<file path="config.mk">
export PLATFORM = sky130hd
export DESIGN_NAME = srt_div_stream
export DESIGN_NICKNAME = d
export VERILOG_FILES = /design/src/rtl/srt_div_stream.sv
export SDC_FILE = /design/constraint.sdc
export NUM_CORES = 1
export LEC_CHECK = 0
export ABC_AREA = 1
export BUFFER_PORTS_ARGS = -buffer_cell sky130_fd_sc_hd__buf_4
export CAP_MARGIN = 20
export CORE_MARGIN = 1
export CORE_UTILIZATION = 56
export CTS_CLUSTER_DIAMETER = 40
export DETAILED_ROUTE_END_ITERATION = 8
export GPL_TIMING_DRIVEN = 0
export PLACE_DENSITY_LB_ADDON = 0.05
export SLEW_MARGIN = 20
export SYNTH_ARGS = -nofsm -noshare
export SYNTH_HDL_FRONTEND = slang
export SYNTH_SLANG_ARGS = --single-unit
</file>
<file path="constraint.sdc">
create_clock -name clk -period 2.7 [get_ports clk]
set_clock_uncertainty 0.05 [all_clocks]
set_input_delay 0.54 -clock clk [delete_from_list [all_inputs] [get_ports clk]]
set_output_delay 0.54 -clock clk [all_outputs]
set_load 0.05 [all_outputs]
</file>
<file path="src/rtl/srt_div_stream.sv">
// srt_div_stream: radix-2 SRT iterative divider with valid/ready handshake,
// per-request signed/unsigned mode, tag pass-through and div-by-zero/overflow flags.
module srt_div_stream #(
    parameter int N     = 8,
    parameter int TAG_W = 4
) (
    input  logic             clk,
    input  logic             rst,
    input  logic             in_valid,
    output logic             in_ready,
    input  logic             signed_in,
    input  logic [N-1:0]     x,
    input  logic [N-1:0]     y,
    input  logic [TAG_W-1:0] tag_in,
    output logic             out_valid,
    input  logic             out_ready,
    output logic [N-1:0]     q,
    output logic [N-1:0]     r,
    output logic [TAG_W-1:0] tag_out,
    output logic             div_by_zero,
    output logic             overflow
);
    localparam int W  = N + 2;
    localparam int SW = $clog2(N);
    localparam logic [N-1:0] MIN = {1'b1, {(N-1){1'b0}}};

    typedef enum logic [2:0] {IDLE, PREP, ITER, FIX, DONE} state_t;

    state_t           state_q, state_d;
    logic             sgn_q, sgn_d, qs_q, qs_d, rs_q, rs_d, dbz_q, dbz_d, ovf_q, ovf_d;
    logic [N-1:0]     dl_q, dl_d, dn_q, dn_d, qp_q, qp_d, qn_q, qn_d, q_q, q_d, r_q, r_d;
    logic [W-1:0]     w_q, w_d;
    logic [SW-1:0]    cnt_q, cnt_d, sh_q, sh_d;
    logic [TAG_W-1:0] tag_q, tag_d;

    // In PREP, dl_q/dn_q still hold the raw dividend/divisor captured at acceptance.
    logic          sx, sy, pos, neg, neg_w;
    logic [N-1:0]  ax, ay, qm, rn, rm;
    logic [SW-1:0] lz;
    logic [2*N-1:0] xs;
    logic [W-1:0]  pw, dnw;
    logic [2:0]    top;

    assign sx    = sgn_q & dl_q[N-1];
    assign sy    = sgn_q & dn_q[N-1];
    assign ax    = sx ? -dl_q : dl_q;
    assign ay    = sy ? -dn_q : dn_q;
    assign xs    = {{N{1'b0}}, ax} << lz;
    assign dnw   = {2'b00, dn_q};
    assign pw    = {w_q[W-2:0], dl_q[N-1]};
    assign top   = pw[W-1:W-3];
    assign pos   = !top[2] && (top[1:0] != 2'b00);
    assign neg   = top[2] && (top[1:0] != 2'b11);
    assign neg_w = w_q[W-1];
    // Final remainder lies in [0, Dn), so the low N bits are exact after add-back.
    assign rn    = w_q[N-1:0] + (neg_w ? dn_q : '0);
    assign rm    = rn >> sh_q;
    assign qm    = qp_q - qn_q - N'(neg_w);

    always_comb begin
        lz = '0;
        for (int i = 0; i < N; i++)
            if (ay[i]) lz = SW'(N - 1 - i);
    end

    assign in_ready    = (state_q == IDLE);
    assign out_valid   = (state_q == DONE);
    assign q           = q_q;
    assign r           = r_q;
    assign tag_out     = tag_q;
    assign div_by_zero = dbz_q;
    assign overflow    = ovf_q;

    always_comb begin
        state_d = state_q;
        sgn_d   = sgn_q;
        qs_d    = qs_q;
        rs_d    = rs_q;
        dbz_d   = dbz_q;
        ovf_d   = ovf_q;
        dl_d    = dl_q;
        dn_d    = dn_q;
        qp_d    = qp_q;
        qn_d    = qn_q;
        q_d     = q_q;
        r_d     = r_q;
        w_d     = w_q;
        cnt_d   = cnt_q;
        sh_d    = sh_q;
        tag_d   = tag_q;
        case (state_q)
            IDLE: if (in_valid) begin
                dl_d    = x;
                dn_d    = y;
                sgn_d   = signed_in;
                tag_d   = tag_in;
                state_d = PREP;
            end
            PREP: if (dn_q == '0) begin
                q_d     = '1;
                r_d     = dl_q;
                dbz_d   = 1'b1;
                state_d = DONE;
            end else if (sgn_q && dl_q == MIN && &dn_q) begin
                q_d     = MIN;
                r_d     = '0;
                ovf_d   = 1'b1;
                state_d = DONE;
            end else begin
                // Divide (|x| << lz) by the normalised divisor; the high half seeds the remainder.
                qs_d    = sx ^ sy;
                rs_d    = sx;
                w_d     = W'(xs[2*N-1:N]);
                dl_d    = xs[N-1:0];
                dn_d    = ay << lz;
                sh_d    = lz;
                cnt_d   = SW'(N - 1);
                qp_d    = '0;
                qn_d    = '0;
                state_d = ITER;
            end
            ITER: begin
                w_d     = pos ? pw - dnw : neg ? pw + dnw : pw;
                qp_d    = {qp_q[N-2:0], pos};
                qn_d    = {qn_q[N-2:0], neg};
                dl_d    = dl_q << 1;
                cnt_d   = cnt_q - 1'b1;
                state_d = (cnt_q == '0) ? FIX : ITER;
            end
            FIX: begin
                q_d     = qs_q ? -qm : qm;
                r_d     = rs_q ? -rm : rm;
                state_d = DONE;
            end
            DONE: if (out_ready) begin
                q_d     = '0;
                r_d     = '0;
                tag_d   = '0;
                dbz_d   = 1'b0;
                ovf_d   = 1'b0;
                state_d = IDLE;
            end
            default: state_d = IDLE;
        endcase
    end

    always_ff @(posedge clk or negedge rst) begin
        if (!rst) begin
            state_q <= IDLE;
            sgn_q   <= 1'b0;
            qs_q    <= 1'b0;
            rs_q    <= 1'b0;
            dbz_q   <= 1'b0;
            ovf_q   <= 1'b0;
            dl_q    <= '0;
            dn_q    <= '0;
            qp_q    <= '0;
            qn_q    <= '0;
            q_q     <= '0;
            r_q     <= '0;
            w_q     <= '0;
            cnt_q   <= '0;
            sh_q    <= '0;
            tag_q   <= '0;
        end else begin
            state_q <= state_d;
            sgn_q   <= sgn_d;
            qs_q    <= qs_d;
            rs_q    <= rs_d;
            dbz_q   <= dbz_d;
            ovf_q   <= ovf_d;
            dl_q    <= dl_d;
            dn_q    <= dn_d;
            qp_q    <= qp_d;
            qn_q    <= qn_d;
            q_q     <= q_d;
            r_q     <= r_d;
            w_q     <= w_d;
            cnt_q   <= cnt_d;
            sh_q    <= sh_d;
            tag_q   <= tag_d;
        end
    end
endmodule
</file>
### Word-level counts from Yosys, hierarchy flattened

Cells that the tools add are included.

* logic and storage cells: 128
* input bits: 25
* bits in registers: 76
* output and inout bits: 24

* mux-type cells: 55
* equality and inequality tests: 13
* reduce and logical (&&, ||, !) cells: 26
* bitwise gates (word level): 5
* shifts and indexed selects: 3
* $add $sub $neg: 10

Operators by type and width (number)
* 8-bit 2-to-1 mux: 18
* 8-bit case mux with 3 select lines: 3
* 8-bit case mux with 2 select lines: 3
* 3-bit 2-to-1 mux: 14
* 10-bit 2-to-1 mux: 4
* 8-bit negator: 4
* 10-bit case mux with 2 select lines: 1
* 8-bit by 3-bit left shift with 16-bit output: 1
* 3-bit case mux with 5 select lines: 1
* 3-bit AND reduction: 5
* 2-bit inequality test, second input constant: 6
* 4-bit AND reduction: 3
* 10-bit by 8-bit adder with 10-bit output: 1
* 2-bit nonzero test: 5
* 10-bit by 8-bit subtractor with 10-bit output: 1
* 8-bit adder: 1
* 8-bit == test, second input constant: 1
* 8-bit zero test: 1
* 4-bit 2-to-1 mux: 2
* 4-bit case mux with 2 select lines: 1
* 8-bit AND reduction: 1
* 8-bit by 3-bit left shift with 8-bit output: 1
* 8-bit by 3-bit >> shifter with 8-bit output: 1
* 8-bit by 1-bit subtractor with 8-bit output: 1
* other kinds (18): 32

### Longest topological paths before layout

* depth in word-level cells: 14
* gate-level depth with buffers: 23
* mapped depth without buffers: 22

### Worst setup path after synthesis

Ideal clock, no wire load.

* path type: flip-flop to flip-flop
* start point: reg w_q[9]
* end point: reg r_q[4] (netlist: r[4])
* path slack: -0.144 ns
* stages on the path, launching flop included: 24
* clock period less this slack: 2.844 ns
* buffers on the path: 1
* setup time: 0.122 ns
* arrival time: 2.672 ns
* required time: 2.528 ns
* cells stage by stage: dfrtp_1 buf_2 nand2_1 inv_1 ha_1 fa_1 nand2_1 nand2_1 nand3_1 nand2_1 nand2_1 nand3_1 nand3_1 nand2_1 nand2_1 nand2_1 ha_1 inv_1 nor2_1 nand2_1 nand2_1 or2_2 nand3_1 a21oi_1

* longest elaborated chain between the ends: 6

RTL lines
* start: declaration: RTL line 32 `logic [W-1:0] w_q, w_d;`
* start signal: assignment: RTL line 178 `w_q <= w_d;`
* 8-bit 2-to-1 mux (*): RTL line 56 `assign rn = w_q[N-1:0] + (neg_w ? dn_q : '0);`
* 8-bit adder (*): RTL line 56
* 8-bit by 3-bit >> shifter with 8-bit output (*): RTL line 57 `assign rm = rn >> sh_q;`
* 8-bit negator: RTL line 132 `r_d = rs_q ? -rm : rm;`
* 8-bit 2-to-1 mux (*): RTL line 132
* 8-bit case mux with 3 select lines (*): RTL line 91 `case (state_q)`
* end signal: assignment: RTL line 177 `r_q <= r_d;`
* end: declaration: RTL line 31 `logic [N-1:0] dl_q, dl_d, dn_q, dn_d, qp_q, qp_d, qn_q, qn_d, q_q, q_d, r_q, r_d;`

Mark *: on every way between the ends. The rest lies on a longest branch, timed or not.
A chain may end at the register's enable or synchronous reset.

### Worst setup path in the final report

Ends and elaborated chain as after synthesis.

==> impl_summary.log <==
[metrics] delay-heaviest family, CP: simple AND/OR/NAND/NOR gates
[metrics] number of nets in the layout: ~1100
[metrics] critical path arrival: just over 3000 ps
[metrics] Max Clk Rate: between 300 and 400 MHz
[metrics] adder-cell share of the synthesized area: 0.0960
[metrics] minimum clock period after layout: between 2000 and 3000 ps
[metrics] reported max-cap violation count: 0
[metrics] area of the placeable core: around 11000 sq um
[metrics] commonest register cell after synthesis: dfrtp_1
[metrics] delay of the slowest cell on the worst path: approximately 430 ps
[metrics] number of clock sinks seen by CTS: 76
[metrics] share of layout cells above drive strength 1: 0.260
[metrics] per-cell routed wire length: about 16 microns
[metrics] Clock transition at path regs: 70 ps
[metrics] Post-CTS Hold Buffers: 0
[metrics] H-Tree Level Count: 3
[metrics] number of endpoints with negative hold slack in the final report: 0
[metrics] clock tree from TritonCTS: yes
[metrics] average cell area after synthesis: 6.97 sq um
[metrics] result of the run: finished, violations left
[metrics] Worst R2R Start: w_q[9]
[metrics] via count: 6581
[metrics] summed instance area of the synthesized netlist: between 6000 and 7000 sq um
[metrics] number of buffer cells added on primary ports: between 40 and 50
[metrics] Num CTS Buffers: 9
[metrics] placed wire-length estimate after detailed placement: between 10 and 15 mm
[metrics] Top-Level Pins: 49
[metrics] most prevalent standard cell on the critical path: nand2_2
[metrics] number of antenna violations at the first check in global routing: 0
[metrics] first-pass GRT wire length: roughly 28 mm
[metrics] multiplexer share of the synthesized area: 0.00173
[metrics] fraction of registers with async set or reset after synthesis: 1.00
[metrics] area of the die: 12100 sq um
[metrics] setup ws final: -187 ps
[metrics] post-detailed-route DRC marker count: 0
[metrics] clock latency on the worst-skew pair: 340 ps
[metrics] post-synthesis cell type count: about 50
[metrics] flops & latches, synth: between 70 and 80
[metrics] most common cell after layout, fill and taps aside: nand2_1
[metrics] final-report setup violation count: 9
[metrics] pins over their slew limit: 0
[metrics] number of instances in the synthesized netlist: 934
[metrics] antenna violation net count after detailed routing: 0
[metrics] largest family of logic cells by synthesized area: simple AND/OR/NAND/NOR gates
[metrics] top post-synthesis cells by area: dfrtp_1 29%, nand2_1 11%, nand3_1 8.3%, ha_1 8.1%, inv_1 8.0%
[metrics] largest net degree at the start of global routing: slightly below 80
[metrics] Slew @ Worst Pin: 985 ps
[metrics] Die H: between 100 and 150 microns
[metrics] CTS Buffer Depth: 2
[metrics] Final period util: 1.07
[metrics] number of vias per cell after detailed routing: between 5 and 6
[metrics] final hold slack: around 290 ps
[metrics] starting density of the core: 0.573
[metrics] Hold/Removal Path Class: input port to async pin
[metrics] pre-CTS setup slack: -398 ps
[metrics] cells along the critical path: buf_6 > nand2_2 > inv_2 > ha_4 > fa_2 > nand2_2 > nand2_4 > nand3_4 > nand2_4 > nand2_4 > nand3_2 > nand3_2 > nand2_2 > nand2_2 > nand2_2 > ha_4 > inv_4 > nor2_4 > nand2_1 > nand2_1 > or2_4 > nand3_2 > a21oi_2
[metrics] xor and xnor fraction of the mapped netlist area: 0.0384
[metrics] critical path required time: roughly 2900 ps
[metrics] worst reg-to-reg path cell count: 23
[metrics] Synth Area in Simple Gates: 0.287
[metrics] EDFF count, synth: 0
[metrics] fraction of the yosys area taken by sequential cells: 0.292
[metrics] count of buffer and inverter cells on the critical path: 3
[metrics] total of warnings raised by yosys: 0
[metrics] worst slew margin relative to its limit: 0.343
[metrics] register-to-register setup slack: -190 ps
[metrics] maximum fanout along the worst path: 5
[metrics] chip width: roughly 110 microns
[metrics] sort of element at the end of the critical path: register
[metrics] final wirelength: approximately 19 mm
[metrics] final weighted congestion in routability-driven placement: between 0.9 and 1
[metrics] unrepaired setup endpoints after global routing: yes
[metrics] startpoint class of the critical path: register
[metrics] Slowest cell on crit path: dfrtp_1
[metrics] number of global-route vias before repair: 6085
[metrics] RR Endpoint: r[4]
[metrics] fraction of the mapped netlist area in compound gates: 0.178
[metrics] detailed router's first-iteration violation count: slightly below 500
[metrics] top cell type's share of synthesized area: 0.292
[metrics] gr usage total: 0.310
[metrics] area leader, netlist: dfrtp_1
[metrics] CTS Root Cell: clkbuf_16
[metrics] row count: 39
[metrics] antenna diode count: 0
[metrics] failing checks: negative setup slack
[metrics] commonest cells after routing, fill and taps aside: 154 x nand2_1, 128 x inv_1, 85 x nand3_1
[metrics] start-to-end type of the worst setup path: register to register
[metrics] synthesized net count: around 1000
[metrics] growth of design area from synthesis to finish: 24.2%
[metrics] Remaining Overflow, GRT: 0
[metrics] iteration count of the initial detailed-routing pass: 5
==> area by class of cell <==
cell class,count,area (sq um)
fill,984,3280
timing repair buffer,69,533
clock inverter,7,58.8
tap,143,179
inverter,149,567
multi-input combinational,685,4470
sequential,76,1910
buffer,24,149
clock buffer,9,225
==> synth_stat cells, types with 5 or more instances <==
library cell  number
o211ai_1          12
nor2_2             6
nor3_1             7
a21oi_1           74
a22oi_1           10
nand4_1            8
a221oi_1           5
ha_1              42
xnor2_1            5
or2_2              5
inv_2              8
clkbuf_1           7
o22ai_1           14
fa_1               5
nor2_1            79
buf_2             12
nand3_1          108
nand2_1          184
nand2_2           11
xor2_1            18
dfrtp_1           76
o21ai_1           11
o21ai_0           37
inv_1            138
o211ai_2           6
==> what timing repair did <==
action / CTS / global route
endpoints found under the hold margin: 0 / 0
gates resized for setup: 36 / 113
gates cloned: 1 / 0
pin swaps: 13 / 32
setup endpoints to repair: 10 / 55
buffers inserted: 6 / 14
==> flip-flops by register name, indices dropped and copies added, names as in the netlist, 4 cells and up <==
| signal | cells |
|---|---|
| w_q | 10 |
| dl_q | 8 |
| dn_q | 8 |
| q | 8 |
| qn_q | 8 |
| qp_q | 8 |
| r | 8 |
| tag_out | 4 |
==> per-stage QoR <==
stage	utilization	setup TNS [ps]	cell area, sq um	std cells
CTS	0.664	-1070	7550	1148
global placement	0.621	-1360	7060	1125
finish	0.712	-1010	8090	1162
global route	0.712	-2950	8090	1162
floorplan	-	-62.3	6520	934
detailed placement	0.621	-1870	7060	1125
==> logic make-up after synthesis <==
| family | Yosys count |
|---|---|
| AND/OR/NAND/NOR | 421 |
| buffers and inverters | 173 |
| XOR/XNOR | 26 |
| AO/OA/AOI/OAI | 190 |
| adder cells (fa/ha/maj) | 47 |
| flip-flops | 76 |
| multiplexers | 1 |
==> worst max-delay path by stage <==
stage / startpoint / end / slack [ps] / depth (start not counted)
global route: w_q[9] / q[7] / -380 / 15
floorplan: w_q[9] / r[4] / -60 / 23
global placement: w_q[9] / r[4] / -360 / 23
finish: w_q[9] / r[4] / -190 / 23
CTS: w_q[9] / r[4] / -190 / 23
detailed placement: w_q[9] / r[4] / -400 / 23
==> metal layers <==
layer,part of all wire,track usage,vias up
li1,-,-,3252
met2,0.50,0.543,171
met5,0,0,-
met4,0.011,0.0714,0
met1,0.43,0.393,3137
met3,0.056,0.0599,21
Power is not shown: default switching activity piles up to over one toggle a cycle in this logic, so the estimate is an artifact.
